$ cat config.mk
export PLATFORM = sky130hd
export DESIGN_NAME = t05_sram_arbiter
export DESIGN_NICKNAME = d
export VERILOG_FILES = /design/src/rtl/t05_sram_arbiter.sv
export SDC_FILE = /design/constraint.sdc
export NUM_CORES = 1
export LEC_CHECK = 0
export BUFFER_PORTS_ARGS = -buffer_cell sky130_fd_sc_hd__buf_2
export CAP_MARGIN = 20
export CORE_ASPECT_RATIO = 0.8
export CORE_MARGIN = 4
export CORE_UTILIZATION = 33
export DETAILED_ROUTE_END_ITERATION = 16
export GPL_ROUTABILITY_DRIVEN = 0
export GPL_TIMING_DRIVEN = 0
export PLACE_DENSITY = 0.63
export SYNTH_ARGS = -nofsm -noshare
export SYNTH_HDL_FRONTEND = slang
export SYNTH_SLANG_ARGS = --single-unit
$ cat constraint.sdc
create_clock -name clk -period 5.2 [get_ports clk]
set_input_delay 0.26 -clock clk [delete_from_list [all_inputs] [get_ports clk]]
set_output_delay 0.26 -clock clk [all_outputs]
set_load 0.1 [all_outputs]
$ cat src/rtl/t05_sram_arbiter.sv
// Single-port SRAM scheduler: round-robin, non-preemptive sharing of one 32-bit bus between
// the node writer, the null-sum reader and the codebook reader, with per-beat ack timeout.
module t05_sram_arbiter #(
   parameter logic [31:0] NODE_BASE = 32'h3300_0000,
   parameter int unsigned STRIDE_SH = 4,
   parameter int unsigned TIMEOUT   = 255
) (
   input  logic        clk,
   input  logic        rst_n,
   input  logic        en,
   input  logic        wr_req,
   input  logic [6:0]  wr_idx,
   input  logic [71:0] wr_data,
   output logic        wr_done,
   input  logic        nr_req,
   input  logic [6:0]  nr_idx,
   output logic [63:0] nr_data,
   output logic        nr_done,
   input  logic        cb_req,
   input  logic [6:0]  cb_idx,
   output logic [71:0] cb_data,
   output logic        cb_done,
   output logic        bus_req,
   output logic        bus_we,
   output logic [31:0] bus_addr,
   output logic [31:0] bus_wdata,
   input  logic [31:0] bus_rdata,
   input  logic        bus_ack,
   output logic        busy,
   output logic        err
);

   typedef enum logic [1:0] {StIdle, StWaitAck, StDone} state_e;

   localparam logic [1:0] IdWr = 2'd0;
   localparam logic [1:0] IdNr = 2'd1;
   localparam logic [1:0] IdCb = 2'd2;

   state_e      state_q, state_d;
   logic [1:0]  ptr_q, ptr_d;
   logic [1:0]  gnt_q, gnt_d;
   logic [1:0]  beat_q, beat_d;
   logic [1:0]  last_q, last_d;
   logic [7:0]  cnt_q, cnt_d;
   logic [6:0]  idx_q, idx_d;
   logic [71:0] wdat_q, wdat_d;
   logic [63:0] rd_q, rd_d;
   logic        mask_q, mask_d;
   logic        bus_req_q, bus_req_d;
   logic        bus_we_q, bus_we_d;
   logic [31:0] bus_addr_q, bus_addr_d;
   logic [31:0] bus_wdata_q, bus_wdata_d;
   logic        wr_done_q, wr_done_d;
   logic        nr_done_q, nr_done_d;
   logic        cb_done_q, cb_done_d;
   logic        err_q, err_d;
   logic [63:0] nr_data_q, nr_data_d;
   logic [71:0] cb_data_q, cb_data_d;

   logic [3:0]  req_v;
   logic [1:0]  cand;
   logic [1:0]  sel;
   logic        found;
   logic [6:0]  sel_idx;

   function automatic logic [31:0] beat_addr(input logic [6:0] idx, input logic [1:0] beat);
      beat_addr = NODE_BASE + (32'(idx) << STRIDE_SH) + (32'(beat) << 2);
   endfunction

   function automatic logic [31:0] beat_word(input logic [71:0] d, input logic [1:0] beat);
      case (beat)
         2'd0:    beat_word = d[31:0];
         2'd1:    beat_word = d[63:32];
         default: beat_word = {24'b0, d[71:64]};
      endcase
   endfunction

   always_comb begin
      // The previous grantee is ignored for one IDLE cycle so it can drop its request.
      req_v = {1'b0, cb_req, nr_req, wr_req};
      if (mask_q) req_v[gnt_q] = 1'b0;
      found = 1'b0;
      sel   = ptr_q;
      cand  = ptr_q;
      for (int k = 0; k < 3; k++) begin
         if (!found && req_v[cand]) begin
            found = 1'b1;
            sel   = cand;
         end
         cand = (cand == IdCb) ? IdWr : cand + 2'd1;
      end
      case (sel)
         IdWr:    sel_idx = wr_idx;
         IdNr:    sel_idx = nr_idx;
         default: sel_idx = cb_idx;
      endcase
   end

   always_comb begin
      state_d     = state_q;
      ptr_d       = ptr_q;
      gnt_d       = gnt_q;
      beat_d      = beat_q;
      last_d      = last_q;
      cnt_d       = cnt_q;
      idx_d       = idx_q;
      wdat_d      = wdat_q;
      rd_d        = rd_q;
      mask_d      = 1'b0;
      bus_req_d   = bus_req_q;
      bus_we_d    = bus_we_q;
      bus_addr_d  = bus_addr_q;
      bus_wdata_d = bus_wdata_q;
      wr_done_d   = 1'b0;
      nr_done_d   = 1'b0;
      cb_done_d   = 1'b0;
      err_d       = 1'b0;
      nr_data_d   = nr_data_q;
      cb_data_d   = cb_data_q;

      case (state_q)
         StIdle: begin
            if (en && found) begin
               gnt_d       = sel;
               idx_d       = sel_idx;
               wdat_d      = (sel == IdWr) ? wr_data : 72'b0;
               last_d      = (sel == IdNr) ? 2'd1 : 2'd2;
               beat_d      = 2'd0;
               cnt_d       = 8'd0;
               bus_req_d   = 1'b1;
               bus_we_d    = (sel == IdWr);
               bus_addr_d  = beat_addr(sel_idx, 2'd0);
               bus_wdata_d = (sel == IdWr) ? wr_data[31:0] : 32'b0;
               state_d     = StWaitAck;
            end
         end
         StWaitAck: begin
            if (bus_ack) begin
               cnt_d = 8'd0;
               if (beat_q == 2'd0) rd_d[31:0] = bus_rdata;
               else if (beat_q == 2'd1) rd_d[63:32] = bus_rdata;
               if (beat_q != last_q) begin
                  beat_d      = beat_q + 2'd1;
                  bus_addr_d  = beat_addr(idx_q, beat_q + 2'd1);
                  bus_wdata_d = beat_word(wdat_q, beat_q + 2'd1);
               end else begin
                  bus_req_d = 1'b0;
                  bus_we_d  = 1'b0;
                  state_d   = StDone;
                  case (gnt_q)
                     IdWr: wr_done_d = 1'b1;
                     IdNr: begin
                        nr_done_d = 1'b1;
                        nr_data_d = {bus_rdata, rd_q[31:0]};
                     end
                     default: begin
                        cb_done_d = 1'b1;
                        cb_data_d = {bus_rdata[7:0], rd_q};
                     end
                  endcase
               end
            end else if (cnt_q == 8'(TIMEOUT - 1)) begin
               bus_req_d = 1'b0;
               bus_we_d  = 1'b0;
               err_d     = 1'b1;
               state_d   = StDone;
            end else begin
               cnt_d = cnt_q + 8'd1;
            end
         end
         StDone: begin
            ptr_d   = (gnt_q == IdCb) ? IdWr : gnt_q + 2'd1;
            mask_d  = 1'b1;
            state_d = StIdle;
         end
         default: state_d = StIdle;
      endcase
   end

   always_ff @(posedge clk) begin
      if (rst_n) begin
         state_q     <= StIdle;
         ptr_q       <= IdWr;
         gnt_q       <= IdWr;
         beat_q      <= 2'd0;
         last_q      <= 2'd0;
         cnt_q       <= 8'd0;
         idx_q       <= 7'd0;
         wdat_q      <= 72'b0;
         rd_q        <= 64'b0;
         mask_q      <= 1'b0;
         bus_req_q   <= 1'b0;
         bus_we_q    <= 1'b0;
         bus_addr_q  <= 32'b0;
         bus_wdata_q <= 32'b0;
         wr_done_q   <= 1'b0;
         nr_done_q   <= 1'b0;
         cb_done_q   <= 1'b0;
         err_q       <= 1'b0;
         nr_data_q   <= 64'b0;
         cb_data_q   <= 72'b0;
      end else begin
         state_q     <= state_d;
         ptr_q       <= ptr_d;
         gnt_q       <= gnt_d;
         beat_q      <= beat_d;
         last_q      <= last_d;
         cnt_q       <= cnt_d;
         idx_q       <= idx_d;
         wdat_q      <= wdat_d;
         rd_q        <= rd_d;
         mask_q      <= mask_d;
         bus_req_q   <= bus_req_d;
         bus_we_q    <= bus_we_d;
         bus_addr_q  <= bus_addr_d;
         bus_wdata_q <= bus_wdata_d;
         wr_done_q   <= wr_done_d;
         nr_done_q   <= nr_done_d;
         cb_done_q   <= cb_done_d;
         err_q       <= err_d;
         nr_data_q   <= nr_data_d;
         cb_data_q   <= cb_data_d;
      end
   end

   assign bus_req   = bus_req_q;
   assign bus_we    = bus_we_q;
   assign bus_addr  = bus_addr_q;
   assign bus_wdata = bus_wdata_q;
   assign wr_done   = wr_done_q;
   assign nr_done   = nr_done_q;
   assign cb_done   = cb_done_q;
   assign err       = err_q;
   assign nr_data   = nr_data_q;
   assign cb_data   = cb_data_q;
   assign busy      = (state_q != StIdle);

endmodule
After elaboration in Yosys (flattened, before gate mapping)
Cells that the tools add are included.
{ "totals": {"mem_bits_rw": 0, "latchBits": 0, "wordCells": 138, "in_bits": 132, "mem_bits_ro": 0, "memories": 0, "register_bits": 368} }
{ "classes": {"n_lt_le_gt_ge": 5, "reduce_logical": 25, "n_mul": 0, "div_mod_pow": 0, "n_bitwise": 7, "eq_ne": 17, "shifts": 0, "mux": 55, "addsub": 8} }
{ "op_table": {"columns": ["op", "count"], "rows": [
  ["two-way mux 32 bit", 7],
  ["case mux 32 bit (2 select lines)", 3],
  ["two-way mux 72 bit", 1],
  ["adder 30 x 11 -> 31 bit, first input constant", 2],
  ["adder 31 x 4 -> 32 bit", 1],
  ["two-way mux 2 bit", 13],
  ["two-way mux 8 bit", 3],
  ["AND reduction 4 bit", 5],
  ["two-way mux 1 bit", 17],
  ["case mux 8 bit (2 select lines)", 1],
  ["case mux 7 bit (2 select lines)", 1],
  ["< comparator 2 x 3 -> 1 bit, second input constant", 4],
  ["== test 2 x 1 -> 1 bit, second input constant", 5],
  ["logical NOT 2 bit", 5],
  ["!= test 3 bit, second input constant", 3],
  ["AND reduction 3 bit", 3],
  ["adder 2 x 1 -> 2 bit, second input constant", 4],
  ["adder 8 x 1 -> 8 bit, second input constant", 1],
  ["== test 2 bit, second input constant", 4],
  ["== test 8 bit, second input constant", 1],
  ["case mux 2 bit (2 select lines)", 2],
  ["binary-select mux 1 bit (select 2 bit)", 3],
  ["!= test 2 bit, second input constant", 3],
  ["NOT 1 bit", 5],
  ["other kinds (14)", 20]
]} }

Depth between registers and ports, before layout
Gate-level depths: netlist of the first run.
{ "depth": {"depth_word": 21, "ltp_mapped": 9} }

Worst setup path after synthesis of the first run
No wires, ideal clock.
{ "synth_path": {"path_type": "register to register", "startpoint": "reg, netlist name bus_addr[3]", "endpoint": "reg bus_wdata_q[11], in the netlist bus_wdata[11]", "t_arrival_ns": 2.634, "path_stages_with_launch": 10, "path_slack_ns": 2.432, "setup_time_ns": 0.134, "cell_sequence": "dfxtp_1 inv_1 ha_1 clkbuf_1 nand2b_1 clkbuf_1 clkbuf_1 nor2_1 a41oi_1 a211oi_1"} }
{ "synth_lines": {"columns": ["element", "line_no", "text"], "rows": [
  ["end signal, assigned", "216", "bus_wdata_q <= bus_wdata_d;"],
  ["end, declared", "52", "logic [31:0] bus_wdata_q, bus_wdata_d;"]
]} }

==> results of run 1 <==
## registers in the layout, summed over array words and instances, names as in the netlist, 7 cells and up
name,count
cb_data,72
wdat_q,72
nr_data,64
rd_q,64
bus_wdata,32
bus_addr,9
cnt_q,8
idx_q,7
## metrics by stage
| stage | utilization [%] | setup slack (ns) |
|---|---|---|
| global placement | 39.4 | 2.55 |
| global route | 45.3 | 2.21 |
| CTS | 45.3 | 2.52 |
| detailed placement | 39.4 | 2.54 |
| floorplan | - | 2.43 |
| finish | 45.3 | 2.36 |
## power groups by stage
stage | clock [uW] | sequential, uW | combinational [uW]
CTS | 2860 | 2830 | 1200
global placement | 0 | 2880 | 1130
floorplan | 0 | 3240 | 478
detailed placement | 0 | 2880 | 1140
global route | 2980 | 2840 | 1280
finish | 2810 | 2830 | 1220
## layout make-up
class	instances	area [um^2]	area share, %
flip-flops and latches	344	6890	38.5
diodes	4	10.0	0.0559
well taps	536	671	3.75
clock inverters	16	216	1.21
plain buffers	144	689	3.85
multi-input cells	986	5660	31.6
inverters	15	56.3	0.315
repair buffers	421	2620	14.6
clock buffers	53	1100	6.14
## tightest hold or removal path: cells and delay by family
family | cells | cell delay [ns]
AOI/OAI and AO/OA | 1 | 0.05
buffers and inverters | 1 | 0.14
and+or+nand+nor | 1 | 0.07
## worst paths after layout
kind                   endpoint  slack [ns]  depth (start not counted)    startpoint
setup / recovery  bus_wdata[26]        2.36                          9   bus_addr[3]
hold / removal      nr_data[34]        0.03                          3  bus_rdata[2]
setup reg to reg  bus_wdata[26]        2.36                          9   bus_addr[3]
hold reg to reg     nr_data[51]        0.45                          2   nr_data[51]
## kinds of logic (layout without fill, tap and decap cells)
| kind of cell | after synthesis | count (layout) |
|---|---|---|
| mux | 84 | 84 |
| xor+xnor | 8 | 8 |
| fa+ha+maj | 6 | 6 |
| other cells | 1 | 23 |
| compound gates | 354 | 354 |
| flops | 344 | 344 |
| buf+inv | 159 | 649 |
| simple gates | 515 | 515 |
## what timing repair did
action,4_1_cts,5_1_grt
hold buffers,102,0
setup endpoints to repair,0,0
hold endpoints to repair,149,0
## metal layers
| layer | up-vias | GRT usage [%] | share of wire, % |
|---|---|---|---|
| li1 | 6051 | - | - |
| met1 | 6130 | 29.6 | 45 |
| met2 | 554 | 32.6 | 44 |
| met3 | 128 | 4.11 | 6.9 |
| met4 | 2 | 8.73 | 4.3 |
| met5 | - | 0 | 0.021 |
## cell usage after synthesis (all sizes together), types with 2 or more instances
library cell    n  area [um^2]
inv            15         56.3
nand4          10         62.6
a22o           72          631
o21ai          10         50.1
a22oi          32          240
o311a           2         20.0
nand2b          2         12.5
dfxtp         344         6890
ha              6         75.1
or3             6         37.5
mux2i          83          831
nor2          151          569
a21oi         141          706
a41oi          24          210
clkbuf         77          289
xnor2           7         61.3
and2            6         37.5
nor3           13         65.1
nor3b           3         22.5
a211oi         33          253
a311oi          9         78.8
and3            2         12.5
nand3b         12          103
a31oi           6         43.8
o221ai          7         61.3
nand2         282         1060
nand3          12         60.1
a21o            3         22.5
buf            67          400
nor2b          11         68.8
o31ai           7         52.6
==> impl_results.html, run 1 <==
<table>
<tr><th>Metric</th><th>Value</th></tr>
<tr><th colspan="2">CTS</th></tr>
<tr><td>CTS Buf Count</td><td>38</td></tr>
<tr><td>Resized Gates After CTS</td><td>0</td></tr>
<tr><td>Number of buffers on the longest clock path</td><td>3</td></tr>
<tr><td>Clock latency reported for the late side of the worst-skew pair</td><td>0.54 ns</td></tr>
<tr><td>Clock tree from TritonCTS</td><td>done</td></tr>
<tr><td>Clock root buffer</td><td>sky130_fd_sc_hd__clkbuf_16</td></tr>
<tr><td>H-Tree Level Count</td><td>2</td></tr>
<tr><td>Postcts setup bufs</td><td>0</td></tr>
<tr><td>Sink Count</td><td>344</td></tr>
<tr><td>Clock transition at the registers of the reported paths</td><td>0.06 ns</td></tr>
<tr><th colspan="2">Drt</th></tr>
<tr><td>Drc violations</td><td>0</td></tr>
<tr><td>DR vias</td><td>12.9k</td></tr>
<tr><td>Total iterations of the first detailed-routing run</td><td>5</td></tr>
<tr><td>Detail-routed via count per cell</td><td>5.11</td></tr>
<tr><td>Total Wirelength</td><td>47.9 mm</td></tr>
<tr><td>Final routed wire length divided by cell count</td><td>19.0 um</td></tr>
<tr><td>Count of routing violations after the opening detailed-route iteration</td><td>1036</td></tr>
<tr><td>Antenna viol nets, final</td><td>0</td></tr>
<tr><th colspan="2">Placed design</th></tr>
<tr><td>Placement Cell Area</td><td>15600 um^2</td></tr>
<tr><td>Estimated wirelength of the detail-placed design</td><td>35.0 mm</td></tr>
<tr><td>Count of port buffers added during placement</td><td>319</td></tr>
<tr><td>Total placed cells including tap cells</td><td>2344</td></tr>
<tr><th colspan="2">Synth</th></tr>
<tr><td>Multiplexer share of the synthesized area</td><td>6.37%</td></tr>
<tr><td>Adder-cell share of the synthesized area</td><td>0.568%</td></tr>
<tr><td>Number of unique standard cell types used by synthesis</td><td>55</td></tr>
<tr><td>XOR/XNOR share of the synthesized area</td><td>0.530%</td></tr>
<tr><td>Predominant post-synthesis flop cell</td><td>sky130_fd_sc_hd__dfxtp_1</td></tr>
<tr><td>Share of synthesized flip-flops with an asynchronous set or reset</td><td>0%</td></tr>
<tr><td>Flip-flop and latch count after synthesis</td><td>344</td></tr>
<tr><td>Mapped Area</td><td>13200 um^2</td></tr>
<tr><td>Combinational family with the most area after synthesis</td><td>compound AO/OA/AOI/OAI gates</td></tr>
<tr><td>Register area share after synthesis</td><td>52.1%</td></tr>
<tr><td>Cell count after synthesis</td><td>1471</td></tr>
<tr><td>Total of warnings raised by yosys</td><td>0</td></tr>
<tr><td>Count of flip-flops with a built-in enable after synthesis</td><td>0</td></tr>
<tr><td>Synthesized area per cell</td><td>8.99 um^2</td></tr>
<tr><td>Compound-cell area share of the yosys netlist</td><td>18.5%</td></tr>
<tr><td>Share of synthesized cell area in and, or, nand and nor gates</td><td>16.3%</td></tr>
<tr><th colspan="2">GRT</th></tr>
<tr><td>Via count of the first global-routing pass</td><td>12.5k</td></tr>
<tr><td>Global-route congestion overflow total</td><td>0</td></tr>
<tr><td>Global-route usage over all layers</td><td>21.3%</td></tr>
<tr><td>Wire length of the first global-routing pass</td><td>73.4 mm</td></tr>
<tr><td>Pin count of the biggest net entering global routing</td><td>14</td></tr>
<tr><td>Initial antenna violation count</td><td>5</td></tr>
<tr><th colspan="2">STA</th></tr>
<tr><td>Remaining max-slew budget at the tightest pin</td><td>43.0%</td></tr>
<tr><td>Portion of the clock cycle consumed by the worst path in the final layout</td><td>54.7%</td></tr>
<tr><td>Unrepaired setup endpoints after global routing</td><td>false</td></tr>
<tr><td>Worst hold slack</td><td>0.0298 ns</td></tr>
<tr><td>Actual slew at the worst max-slew pin</td><td>0.855 ns</td></tr>
<tr><td>Max-slew violation count</td><td>0</td></tr>
<tr><td>Highest attainable clock frequency</td><td>352 MHz</td></tr>
<tr><td>Minimum clock period</td><td>2.84 ns</td></tr>
<tr><td>Final sum of negative setup slack</td><td>0 ns</td></tr>
<tr><td># setup viols final</td><td>0</td></tr>
<tr><td>Final Hold Viols</td><td>0</td></tr>
<tr><td>Max Clock Skew</td><td>0.0202 ns</td></tr>
<tr><th colspan="2">Critical path</th></tr>
<tr><td>Buffer and inverter count on the worst path</td><td>4</td></tr>
<tr><td>Launching element type of the critical path</td><td>flop</td></tr>
<tr><td>Cells along the critical path</td><td>inv_1 -&gt; ha_1 -&gt; clkbuf_1 -&gt; nand2b_1 -&gt; clkbuf_1 -&gt; clkbuf_1 -&gt; nor2_1 -&gt; a41oi_1 -&gt; a211oi_1</td></tr>
<tr><td>Crit path max-delay cell type</td><td>sky130_fd_sc_hd__dfxtp_1</td></tr>
<tr><td>Worst setup EP type</td><td>flop</td></tr>
<tr><td>Critical path arrival</td><td>3.22 ns</td></tr>
<tr><td>Cell type with the highest occurrence count on the critical path</td><td>sky130_fd_sc_hd__clkbuf_1</td></tr>
<tr><td>Crit path max fanout</td><td>10</td></tr>
<tr><td>Required time of the critical path</td><td>5.58 ns</td></tr>
<tr><td>Biggest cell delay along the critical path</td><td>0.48 ns</td></tr>
<tr><td>Classification of the worst setup path</td><td>flop to flop</td></tr>
<tr><td>Kind of cell with the highest combined delay on the critical path</td><td>buffers and inverters</td></tr>
<tr><th colspan="2">Final layout</th></tr>
<tr><td>P&amp;R area growth vs syn</td><td>35.4%</td></tr>
<tr><td>Non-Filler Instances</td><td>2519</td></tr>
<tr><td>Most frequent cells in the layout</td><td>sky130_fd_sc_hd__buf_2, sky130_fd_sc_hd__dfxtp_1, sky130_fd_sc_hd__nand2_1, sky130_fd_sc_hd__nor2_1, sky130_fd_sc_hd__a21oi_1</td></tr>
<tr><td>Nets@finish</td><td>2088</td></tr>
<tr><td>Most common cell after layout, fill and taps aside</td><td>sky130_fd_sc_hd__buf_2</td></tr>
<tr><td>Post-route design area</td><td>17900 um^2</td></tr>
<tr><td>Share of post-route cells with drive strength above 1</td><td>22.6%</td></tr>
<tr><td>Final-layout fill cell count</td><td>3841</td></tr>
<tr><th colspan="2">Flow run</th></tr>
<tr><td>Number of maximum-capacitance violations</td><td>0</td></tr>
<tr><th colspan="2">Power and ir drop</th></tr>
<tr><td>Net switching power</td><td>2110 uW</td></tr>
<tr><td>Power per standard cell area</td><td>383 nW/um^2</td></tr>
<tr><td>Sequential Power Share</td><td>41.2%</td></tr>
<tr><td>Leakage</td><td>0.00791 uW</td></tr>
<tr><td>Worst supply voltage drop on vdd</td><td>212 uV</td></tr>
<tr><td>Combinational share of power</td><td>17.7%</td></tr>
<tr><td>Post-layout total power</td><td>6860 uW</td></tr>
<tr><td>Net Sw Frac</td><td>30.7%</td></tr>
<tr><td>Internal cell power</td><td>4750 uW</td></tr>
<tr><td>Clock network power share</td><td>41.0%</td></tr>
<tr><th colspan="2">Floorplan</th></tr>
<tr><td>Floorplan die width</td><td>232 um</td></tr>
<tr><td>Effective utilization at floorplan</td><td>33.4%</td></tr>
<tr><td>Height of the die</td><td>187 um</td></tr>
<tr><td>Std-Cell Core Area</td><td>39500 um^2</td></tr>
<tr><td>Overall die area</td><td>43300 um^2</td></tr>
<tr><td>Std-Cell Rows</td><td>65</td></tr>
<tr><td>Ports</td><td>339</td></tr>
<tr><th colspan="2">Worst hold path</th></tr>
<tr><td>Type of the tightest min-delay check</td><td>input pin to flop</td></tr>
<tr><th colspan="2">Run status</th></tr>
<tr><td>Result of the run</td><td>finished clean</td></tr>
</table>
(Power assumes the default switching activity.)
==> run 2, diff against run 1 <==
Settings changed: ABC_AREA set to 1.
Clock period 5.2 ns to 2.95 ns, I/O delays scaled along.
==> impl_results.html, run 2 <==
<table>
<tr><th>Metric</th><th>Value</th></tr>
<tr><th colspan="2">Run status</th></tr>
<tr><td>Result of the run</td><td>finished clean</td></tr>
<tr><th colspan="2">GRT</th></tr>
<tr><td>Initial antenna violation count</td><td>0</td></tr>
<tr><td>Pin count of the biggest net entering global routing</td><td>15</td></tr>
<tr><td>Global-route usage over all layers</td><td>20.8%</td></tr>
<tr><td>Peak-usage layer in the global routing report</td><td>met2</td></tr>
<tr><td>Met3 usage</td><td>4.04%</td></tr>
<tr><td>Met1 routing resource usage after global routing</td><td>28.2%</td></tr>
<tr><td>Global-route congestion overflow total</td><td>0</td></tr>
<tr><td>Met2 track utilization from global routing</td><td>32.8%</td></tr>
<tr><td>Wire length of the first global-routing pass</td><td>72.0 mm</td></tr>
<tr><td>Via count of the first global-routing pass</td><td>13.0k</td></tr>
<tr><th colspan="2">CTS</th></tr>
<tr><td>Clock latency reported for the late side of the worst-skew pair</td><td>0.53 ns</td></tr>
<tr><td>H-Tree Level Count</td><td>2</td></tr>
<tr><td>Sink Count</td><td>344</td></tr>
<tr><td>Clock tree from TritonCTS</td><td>done</td></tr>
<tr><td>Clock root buffer</td><td>sky130_fd_sc_hd__clkbuf_16</td></tr>
<tr><td>Clock transition at the registers of the reported paths</td><td>0.06 ns</td></tr>
<tr><td>CTS Buf Count</td><td>37</td></tr>
<tr><td>Number of buffers on the longest clock path</td><td>3</td></tr>
<tr><th colspan="2">Synth</th></tr>
<tr><td>Share of synthesized flip-flops with an asynchronous set or reset</td><td>0%</td></tr>
<tr><td>Most common cell in the netlist</td><td>sky130_fd_sc_hd__nor2_1</td></tr>
<tr><td>Synth top cells by count</td><td>sky130_fd_sc_hd__nor2_1, sky130_fd_sc_hd__dfxtp_1, sky130_fd_sc_hd__o21ai_0</td></tr>
<tr><td>Total of warnings raised by yosys</td><td>0</td></tr>
<tr><td>Cell count after synthesis</td><td>1723</td></tr>
<tr><td>Mapped Area</td><td>13200 um^2</td></tr>
<tr><td>Area fraction of the dominant cell type after synthesis</td><td>52.2%</td></tr>
<tr><td>Flip-flop and latch count after synthesis</td><td>344</td></tr>
<tr><td>Predominant post-synthesis flop cell</td><td>sky130_fd_sc_hd__dfxtp_1</td></tr>
<tr><td>Compound-cell area share of the yosys netlist</td><td>18.3%</td></tr>
<tr><td>Share of synthesized cell area in and, or, nand and nor gates</td><td>22.5%</td></tr>
<tr><td>Synthesized area per cell</td><td>7.65 um^2</td></tr>
<tr><td>Count of flip-flops with a built-in enable after synthesis</td><td>0</td></tr>
<tr><td>Top area cells in the synthesized netlist</td><td>sky130_fd_sc_hd__dfxtp_1, sky130_fd_sc_hd__nor2_1, sky130_fd_sc_hd__o21ai_0, sky130_fd_sc_hd__nand2_1, sky130_fd_sc_hd__a21oi_1</td></tr>
<tr><td>Combinational family with the most area after synthesis</td><td>simple AND/OR/NAND/NOR gates</td></tr>
<tr><td>Register area share after synthesis</td><td>52.2%</td></tr>
<tr><td>Cell taking the most area after synthesis</td><td>sky130_fd_sc_hd__dfxtp_1</td></tr>
<tr><td>Multiplexer share of the synthesized area</td><td>0%</td></tr>
<tr><td>Adder-cell share of the synthesized area</td><td>0.569%</td></tr>
<tr><td>XOR/XNOR share of the synthesized area</td><td>0.266%</td></tr>
<tr><td>Number of unique standard cell types used by synthesis</td><td>35</td></tr>
<tr><th colspan="2">STA</th></tr>
<tr><td>Portion of the clock cycle consumed by the worst path in the final layout</td><td>90.5%</td></tr>
<tr><td>Actual slew at the worst max-slew pin</td><td>0.717 ns</td></tr>
<tr><td>Final Hold Viols</td><td>0</td></tr>
<tr><td>Minimum clock period</td><td>2.67 ns</td></tr>
<tr><td>Remaining max-slew budget at the tightest pin</td><td>52.2%</td></tr>
<tr><td>Final sum of negative setup slack</td><td>0 ns</td></tr>
<tr><td>Highest attainable clock frequency</td><td>374 MHz</td></tr>
<tr><td># setup viols final</td><td>0</td></tr>
<tr><td>Unrepaired setup endpoints after global routing</td><td>false</td></tr>
<tr><td>Max-slew violation count</td><td>0</td></tr>
<tr><td>Max Clock Skew</td><td>0.0171 ns</td></tr>
<tr><th colspan="2">Final layout</th></tr>
<tr><td>Share of post-route cells with drive strength above 1</td><td>20.2%</td></tr>
<tr><td>Antenna diodes</td><td>0</td></tr>
<tr><td>P&amp;R area growth vs syn</td><td>35.6%</td></tr>
<tr><td>Most common cell after layout, fill and taps aside</td><td>sky130_fd_sc_hd__nor2_1</td></tr>
<tr><td>Most frequent cells in the layout</td><td>sky130_fd_sc_hd__nor2_1, sky130_fd_sc_hd__dfxtp_1, sky130_fd_sc_hd__buf_2, sky130_fd_sc_hd__o21ai_0, sky130_fd_sc_hd__nand2_1</td></tr>
<tr><td>Post-route design area</td><td>17900 um^2</td></tr>
<tr><td>Non-Filler Instances</td><td>2769</td></tr>
<tr><td>Nets@finish</td><td>2345</td></tr>
<tr><th colspan="2">Critical path</th></tr>
<tr><td>Critical path arrival</td><td>3.13 ns</td></tr>
<tr><td>Required time of the critical path</td><td>3.41 ns</td></tr>
<tr><td>Worst setup EP type</td><td>flop</td></tr>
<tr><td>Cells along the critical path</td><td>nor2_2 -&gt; nand2_1 -&gt; nand3_1 -&gt; nand3_1 -&gt; inv_1 -&gt; nand3_2 -&gt; inv_2 -&gt; nand2_1 -&gt; nand2_1 -&gt; nand3_1 -&gt; nand3_1 -&gt; dlygate4sd3_1 -&gt; nor2_1 -&gt; nor2_1</td></tr>
<tr><td>Biggest cell delay along the critical path</td><td>0.56 ns</td></tr>
<tr><td>Launching element type of the critical path</td><td>flop</td></tr>
<tr><td>Cell type with the highest occurrence count on the critical path</td><td>sky130_fd_sc_hd__nand3_1</td></tr>
<tr><td>Classification of the worst setup path</td><td>flop to flop</td></tr>
<tr><td>Crit path max fanout</td><td>8</td></tr>
<tr><td>Kind of cell with the highest combined delay on the critical path</td><td>simple AND/OR/NAND/NOR gates</td></tr>
<tr><td>Crit path max-delay cell type</td><td>sky130_fd_sc_hd__dlygate4sd3_1</td></tr>
<tr><td>Buffer and inverter count on the worst path</td><td>3</td></tr>
<tr><th colspan="2">Drt</th></tr>
<tr><td>Detail-routed via count per cell</td><td>4.93</td></tr>
<tr><td>Total Wirelength</td><td>47.2 mm</td></tr>
<tr><td>DR vias</td><td>13.7k</td></tr>
<tr><td>Final routed wire length divided by cell count</td><td>17.1 um</td></tr>
<tr><td>Antenna viol nets, final</td><td>0</td></tr>
<tr><td>Drc violations</td><td>0</td></tr>
<tr><td>Count of routing violations after the opening detailed-route iteration</td><td>1140</td></tr>
<tr><td>Total iterations of the first detailed-routing run</td><td>5</td></tr>
<tr><th colspan="2">Floorplan</th></tr>
<tr><td>Overall die area</td><td>43200 um^2</td></tr>
<tr><td>Height of the die</td><td>187 um</td></tr>
<tr><td>Std-Cell Rows</td><td>65</td></tr>
<tr><td>Ports</td><td>339</td></tr>
<tr><td>Std-Cell Core Area</td><td>39400 um^2</td></tr>
<tr><td>Effective utilization at floorplan</td><td>33.4%</td></tr>
<tr><td>Floorplan die width</td><td>231 um</td></tr>
<tr><th colspan="2">Power and ir drop</th></tr>
<tr><td>Net Sw Frac</td><td>33.6%</td></tr>
<tr><td>Sequential Power Share</td><td>39.9%</td></tr>
<tr><td>Internal cell power</td><td>8470 uW</td></tr>
<tr><td>Power per standard cell area</td><td>713 nW/um^2</td></tr>
<tr><td>Net switching power</td><td>4290 uW</td></tr>
<tr><td>Leakage</td><td>0.00807 uW</td></tr>
<tr><td>Clock network power share</td><td>38.0%</td></tr>
<tr><td>Combinational share of power</td><td>22.1%</td></tr>
<tr><td>Worst supply voltage drop on vdd</td><td>368 uV</td></tr>
<tr><th colspan="2">Placed design</th></tr>
<tr><td>Count of port buffers added during placement</td><td>318</td></tr>
<tr><td>Placement Cell Area</td><td>15500 um^2</td></tr>
<tr><td>Estimated wirelength of the detail-placed design</td><td>34.2 mm</td></tr>
<tr><td>Total placed cells including tap cells</td><td>2595</td></tr>
<tr><th colspan="2">Worst hold path</th></tr>
<tr><td>Type of the tightest min-delay check</td><td>input pin to flop</td></tr>
<tr><th colspan="2">Flow run</th></tr>
<tr><td>Number of maximum-capacitance violations</td><td>0</td></tr>
</table>
-- run 2: cell count changes after synthesis, moves of 11 or more --
cell | before | now
sky130_fd_sc_hd__nor2b_1 | 11 | 0
sky130_fd_sc_hd__nand3_1 | 12 | 72
sky130_fd_sc_hd__mux2i_1 | 83 | 0
sky130_fd_sc_hd__a22o_1 | 72 | 32
sky130_fd_sc_hd__o21ai_0 | 10 | 249
sky130_fd_sc_hd__a22oi_1 | 32 | 7
sky130_fd_sc_hd__nand3b_1 | 11 | 0
sky130_fd_sc_hd__a41oi_1 | 24 | 0
sky130_fd_sc_hd__inv_1 | 15 | 28
sky130_fd_sc_hd__a211oi_1 | 32 | 3
sky130_fd_sc_hd__buf_2 | 32 | 13
sky130_fd_sc_hd__nor2_1 | 150 | 443
sky130_fd_sc_hd__nand2_1 | 281 | 200
sky130_fd_sc_hd__clkbuf_1 | 77 | 89
-- run 2: worst paths after layout --
check                   from         end  slack, ns  depth (start not counted)
setup / recovery    gnt_q[1]    idx_q[6]       0.28                         14
setup reg to reg    gnt_q[1]    idx_q[6]       0.28                         14
hold / removal     nr_idx[3]    idx_q[3]       0.02                          5
hold reg to reg   wdat_q[40]  wdat_q[40]       0.46                          2
-- run 2: worst register-to-register path, delay by kind of cell, from the launching register on --
family / cells / cell delay (ns)
simple gates: 11 / 1.48
buf+inv: 3 / 0.78
flops: 1 / 0.37
-- run 2: cell families (layout without fill, tap and decap cells) --
kind of cell               after synthesis  after routing
and+or+nand+nor                        740            740
other                                    1             19
buffers and inverters                  179            671
AOI/OAI and AO/OA                      449            449
DFF                                    344            344
xor gates and xnor gates                 4              4
adders and majority gates                6              6
-- run 2: timing repair --
item | 4_1_cts | 5_1_grt
hold endpoints to repair | 212 | 0
setup buffers | 0 | 0
endpoints found under the setup margin | 0 | 53
gates resized for setup | 0 | 6
hold buffers | 109 | 0
-- run 2: power by group through the flow --
stage               Sequential, uW  Clock (uW)  Combinational (uW)
floorplan                     6040           0                1120
global route                  5120        5120                3010
detailed placement            5190           0                2670
global placement              5180           0                2640
CTS                           5090        4920                2790
finish                        5090        4840                2820
-- run 2: final cells by class --
type	instances	area [um^2]
buffer	142	679
clock inverter	16	209
clock buffer	49	1050
tap	536	671
timing repair buffer	427	2680
sequential	344	6890
fill	3934	21600
multi-input combinational	1218	5560
inverter	37	141
-- run 2: layer usage --
layer  wire, um  share of wire, %
met4       1990               4.2
met1      20900                44
met5          0                 0
met2      20800                44
met3       3500               7.4
-- run 2: metrics by stage --
| stage | hold slack (ns) | setup slack, ns | power, uW | util (%) |
|---|---|---|---|---|
| 2_1_floorplan | 0.279 | 0.409 | 7150 | - |
| 3_3_place_gp | 0.403 | 0.148 | 7830 | 39.3 |
| 3_5_place_dp | 0.403 | 0.121 | 7850 | 39.3 |
| 4_1_cts | 0.0000603 | 0.0988 | 12800 | 45.3 |
| 5_1_grt | 0.0440 | 0.0275 | 13200 | 45.3 |
| 6_report | 0.0221 | 0.280 | 12800 | 45.3 |
